### config.mk
export PLATFORM = sky130hd
export DESIGN_NAME = uart_rx_packet_fifo
export DESIGN_NICKNAME = d
export VERILOG_FILES = /design/src/rtl/uart_rx_packet_fifo.sv
export SDC_FILE = /design/constraint.sdc
export NUM_CORES = 1
export LEC_CHECK = 0
export CORE_MARGIN = 2
export CORE_UTILIZATION = 45
export CTS_CLUSTER_SIZE = 28
export DETAILED_ROUTE_END_ITERATION = 6
export SYNTH_ARGS = -nofsm -noshare
export SYNTH_HDL_FRONTEND = slang
export SYNTH_SLANG_ARGS = --single-unit
### constraint.sdc
create_clock -name clk -period 3.6 [get_ports clk]
set_input_delay 0.36 -clock clk [delete_from_list [all_inputs] [get_ports clk]]
set_output_delay 0.36 -clock clk [all_outputs]
set_load 0.02 [all_outputs]
### src/rtl/uart_rx_packet_fifo.sv
// Purpose: frames UART receiver bytes into last-tagged packets and buffers them in a FIFO (UART_RX_PKT_CHECKSUM_EN adds out_err).
// Latency: a byte reaches out_* the cycle after the next strobe/EOP, or the cycle after staging when forced at MAX_PKT_LEN.
// Backpressure: out_valid/out_ready; a push into a full FIFO without a same-cycle pop is dropped and sets sticky overflow.
module uart_rx_packet_fifo #(
  parameter int DEPTH       = 16,
  parameter int MAX_PKT_LEN = 64
) (
  input  logic                     clk,
  input  logic                     rst_n,
  input  logic [7:0]               rxd_data,
  input  logic                     rxd_data_ready,
  input  logic                     rxd_endofpacket,
  output logic [7:0]               out_data,
  output logic                     out_last,
`ifdef UART_RX_PKT_CHECKSUM_EN
  output logic                     out_err,
`endif
  output logic                     out_valid,
  input  logic                     out_ready,
  output logic [$clog2(DEPTH):0]   fifo_level,
  output logic                     overflow,
  input  logic                     clear_overflow
);

`ifdef UART_RX_PKT_CHECKSUM_EN
  localparam int FW = 10;  // {err, last, data}
`else
  localparam int FW = 9;   // {last, data}
`endif
  localparam int AW = $clog2(DEPTH);
  localparam logic [AW:0]   FULL_CNT = (AW+1)'(DEPTH);
  localparam logic [AW:0]   CNT_ONE  = (AW+1)'(1);
  localparam logic [AW-1:0] PTR_ONE  = AW'(1);
  localparam logic [16:0]   MAX_LEN  = 17'(MAX_PKT_LEN);

  // Staging register and packet framing state
  logic [7:0]  stg_data_q, stg_data_d;
  logic        stg_valid_q, stg_valid_d;
  logic [15:0] pkt_len_q, pkt_len_d;   // bytes already pushed in the current packet
  logic [16:0] stg_len;                // position of the staged byte within its packet
  logic        overflow_q, overflow_d;
  logic        force_last, push, push_last, push_ok, pop;
  logic [FW-1:0] push_dat;
`ifdef UART_RX_PKT_CHECKSUM_EN
  logic [7:0]  sum_q, sum_d, sum_nxt;
`endif

  // FIFO storage and pointers
  logic [FW-1:0] mem_q [DEPTH];
  logic [FW-1:0] mem_d [DEPTH];
  logic [AW-1:0] wr_ptr_q, wr_ptr_d, rd_ptr_q, rd_ptr_d;
  logic [AW:0]   cnt_q, cnt_d;

  assign stg_len = {1'b0, pkt_len_q} + 17'd1;

  // Decide whether the staged byte leaves this cycle, and how it is tagged
  always_comb begin
    force_last  = stg_valid_q && (stg_len == MAX_LEN);
    push        = stg_valid_q && (rxd_data_ready || rxd_endofpacket || force_last);
    push_last   = rxd_endofpacket || force_last;
    stg_data_d  = stg_data_q;
    stg_valid_d = stg_valid_q;
    pkt_len_d   = pkt_len_q;
`ifdef UART_RX_PKT_CHECKSUM_EN
    sum_nxt  = sum_q + stg_data_q;
    sum_d    = sum_q;
    push_dat = {push_last && (sum_nxt != 8'h00), push_last, stg_data_q};
`else
    push_dat = {push_last, stg_data_q};
`endif
    if (push) begin
      stg_valid_d = 1'b0;
      // Dropped pushes still advance the counter so framing stays aligned
      pkt_len_d   = push_last ? 16'd0 : pkt_len_q + 16'd1;
`ifdef UART_RX_PKT_CHECKSUM_EN
      sum_d       = push_last ? 8'h00 : sum_nxt;
`endif
    end
    // A new byte always lands in the stage; any EOP already applied to the old one
    if (rxd_data_ready) begin
      stg_data_d  = rxd_data;
      stg_valid_d = 1'b1;
    end
  end

  // FIFO next-state: accept a push when not full or when a pop frees a slot
  always_comb begin
    pop      = (cnt_q != '0) && out_ready;
    push_ok  = push && ((cnt_q != FULL_CNT) || pop);
    wr_ptr_d = wr_ptr_q;
    rd_ptr_d = rd_ptr_q;
    cnt_d    = cnt_q;
    for (int i = 0; i < DEPTH; i++) mem_d[i] = mem_q[i];
    if (push_ok) begin
      mem_d[wr_ptr_q] = push_dat;
      wr_ptr_d        = wr_ptr_q + PTR_ONE;
    end
    if (pop) rd_ptr_d = rd_ptr_q + PTR_ONE;
    case ({push_ok, pop})
      2'b10:   cnt_d = cnt_q + CNT_ONE;
      2'b01:   cnt_d = cnt_q - CNT_ONE;
      default: cnt_d = cnt_q;
    endcase
    // A drop in the same cycle as a clear leaves overflow set
    overflow_d = (push && !push_ok) ? 1'b1 : (clear_overflow ? 1'b0 : overflow_q);
  end

  // State registers; reset discards the stage, the FIFO contents and any partial packet
  always_ff @(posedge clk or negedge rst_n) begin
    if (!rst_n) begin
      stg_data_q  <= '0;
      stg_valid_q <= 1'b0;
      pkt_len_q   <= '0;
      overflow_q  <= 1'b0;
      wr_ptr_q    <= '0;
      rd_ptr_q    <= '0;
      cnt_q       <= '0;
      for (int i = 0; i < DEPTH; i++) mem_q[i] <= '0;
`ifdef UART_RX_PKT_CHECKSUM_EN
      sum_q       <= '0;
`endif
    end else begin
      stg_data_q  <= stg_data_d;
      stg_valid_q <= stg_valid_d;
      pkt_len_q   <= pkt_len_d;
      overflow_q  <= overflow_d;
      wr_ptr_q    <= wr_ptr_d;
      rd_ptr_q    <= rd_ptr_d;
      cnt_q       <= cnt_d;
      for (int i = 0; i < DEPTH; i++) mem_q[i] <= mem_d[i];
`ifdef UART_RX_PKT_CHECKSUM_EN
      sum_q       <= sum_d;
`endif
    end
  end

  assign out_data   = mem_q[rd_ptr_q][7:0];
  assign out_last   = mem_q[rd_ptr_q][8];
`ifdef UART_RX_PKT_CHECKSUM_EN
  assign out_err    = mem_q[rd_ptr_q][9];
`endif
  assign out_valid  = (cnt_q != '0);
  assign fifo_level = cnt_q;
  assign overflow   = overflow_q;

endmodule

==> results.txt <==
status: complete, no violations
via count: 5360
Global Route Usage Sum: 18.8%
endpoints failing hold: 0
CTS tree: done
Via density: 5.68
sequential area share after synthesis: 50.3%
cts bufs inserted: 17
Main synth FF type: dfrtp_1
vias in the first global route: 5577
Tmin final: 3360 ps
routed wire length: 19000 um
Clock Sinks: 183
highest-count cells in the layout ignoring fill and taps: dfrtp_1 (180), mux2_2 (144), mux4_2 (45)
Core Area: 0.0200 sq mm
Die Ht: 146 um
Root Buffer: clkbuf_16
Clock Latency Late Sink: 440 ps
WL/cell: 20.1 um
pins over their slew limit: 0
Slew @ Worst Pin: 944 ps
YS warnings: 0
Max FO, Critical Path: 6
# DRC: 0
fin crit share: 93.2%
Top Ports: 30
initial cell density of the core: 45.4%
Area Overhead vs Synth: 13.7%
Setup Viol. Count Final: 0
setup slack, reg-to-reg: 240 ps
ant diodes: 0
kind of critical path: reg -> reg
Clock transition at path regs: 80 ps
Post-Syn Nets: 663
hold_ws: 2.53 ps
routability congestion estimate: 0.816
final setup TNS: 0 ps
Worst Hold Class: in -> async
RR Startpoint: pkt_len_q[1]
Die Wd: 146 um
reg-to-reg critical path endpoint: fifo_level[4]
Mapped Cells: 637
Async SR Flop Fraction: 100%
share of cells above drive strength 1: 42.1%
register bit total from synthesis: 183
commonest non-fill, non-tap cell in the layout: dfrtp_1
Distinct cells, synth: 55
gr ovfl total: 0
Worst EP required: 3910 ps
PwrDens: 864 mW/mm^2
DP Worst Slack: 95.6 ps
H-tree depth: 4
setup slack after layout: 243 ps
initial antenna violation count: 0
Post-CTS Hold Buffers: 0
Worst Setup Start Kind: flip-flop
EDFF count, synth: 0
Final #Nets: 686
die area: 0.0214 sq mm
Site Rows: 52
ANT nets after route: 0
synthesized area: 0.00910 sq mm
total chip power: 8.94 mW
Leak: 4.33 nW
reg2reg path depth: 14
clock skew: 16.2 ps
HPWL after detailed placement: 12200 um
DR iter-0 viols: 240
crit path capture type: flip-flop
RSZ-0062 raised after global routing: no
WP data arrival: 3670 ps
router iterations before antenna repair: 4
Relative slew margins: 36.8%
Max Buffers Root-to-Sink: 2
global-route wire length before repair: 31300 um
Port Buf Inserts: 29
maximum vdd drop: 0.000481 V
Mean Syn Cell Area: 14.3 sq um
pin count of the biggest net entering global routing: 95
max_cap viols: 0
Fmax: 298 MHz
[routing by layer]
layer / track usage, % / up-vias / part of all wire [%]
met3: 3.47 / 23 / 2.9
li1: - / 2427 / -
met5: 0 / - / 0
met2: 28.7 / 75 / 46
met4: 6.31 / 0 / 1.9
met1: 27.6 / 2835 / 49
[what timing repair did]
item	4_1_cts	5_1_grt
buffers inserted	0	4
setup endpoints to repair	0	1
gates resized for setup	0	8
[synthesized netlist by cell type (2+ instances only)]
library cell,number,area share (%)
mux4_2,45,11
mux2_2,144,18
mux2i_1,2,0.22
or4_1,2,0.16
inv_1,13,0.54
xor2_1,7,0.67
and2_1,5,0.34
and3_1,5,0.34
nor2b_1,4,0.27
nor2_1,13,0.54
nand2b_1,2,0.14
nand2_1,18,0.74
or3_1,2,0.14
nor3_1,18,0.99
mux2_4,9,1.5
buf_2,13,0.71
nor4_1,4,0.27
o21ai_0,19,1.0
buf_1,6,0.25
a21o_1,3,0.25
a21oi_1,6,0.33
nand3_1,5,0.27
nand4_1,8,0.55
and4_1,4,0.38
o2bb2ai_1,2,0.19
dfrtp_1,183,50
o21a_1,3,0.25
o22ai_1,2,0.14
mux2_1,2,0.25
xnor2_1,10,0.96
ha_1,11,1.5
a32o_1,3,0.33
o21ai_4,12,2.1
a22o_1,9,0.87
clkbuf_1,23,0.95
[how the worst max path moves through the flow]
stage,start,endpoint
after global placement,pkt_len_q[1],fifo_level[4]
after global routing,pkt_len_q[0],fifo_level[4]
after detailed placement,pkt_len_q[1],fifo_level[4]
after CTS,pkt_len_q[1],fifo_level[4]
final,pkt_len_q[1],fifo_level[4]
after floorplan,pkt_len_q[0],fifo_level[4]
[power by group]
group	total (mW)	switching [mW]	internal, mW	leakage (nW)
sequential	3.49	0.567	2.92	2.24
clock	1.94	0.927	1.01	0.300
combinational	3.51	1.44	2.07	1.79
[per-stage QoR]
step                      utilization (%)  instances  cell area, sq um
after global routing                 51.6        943             10300
after floorplan                         -        637              9110
final                                51.6        943             10300
after CTS                            51.3        939             10300
after detailed placement             48.2        907              9660
after global placement               48.2        907              9660
[logic make-up after synthesis]
kind of cell    Yosys count  synth area share (%)
mux                     202                  30.9
flops                   183                  50.3
simple gates             98                  5.98
compound gates           66                  6.45
buf+inv                  59                  3.01
xor+xnor                 17                  1.64
fa+ha+maj                12                  1.73
[flip-flops by register name, indices dropped and copies added (netlist names)]
register	cells
fifo_level	5
stg_data_q	8
stg_valid_q	1
wr_ptr_q	4
mem_q	144
overflow	1
rd_ptr_q	4
pkt_len_q	16
[critical path, cell delays in order (launching register included)]
cell,delay [ps]
dfrtp_1,420
ha_2,220
or4b_1,520
o21ai_0,90
nand4_1,160
o31ai_4,250
o211a_1,250
inv_1,60
ha_2,220
fa_2,370
a21o_1,170
a21oi_1,160
xor2_1,160
nor2_1,60
xor2_1,140
[final cells by class]
| cell class | instances | area (sq um) |
|---|---|---|
| clock buffers | 17 | 425 |
| well taps | 270 | 338 |
| multi-input cells | 395 | 4280 |
| repair buffers | 50 | 469 |
| inverters | 13 | 48.8 |
| fillers | 1734 | 9690 |
| flip-flops and latches | 183 | 4580 |
| clock inverters | 15 | 201 |
Note: power is estimated with default switching activity, not from simulation.
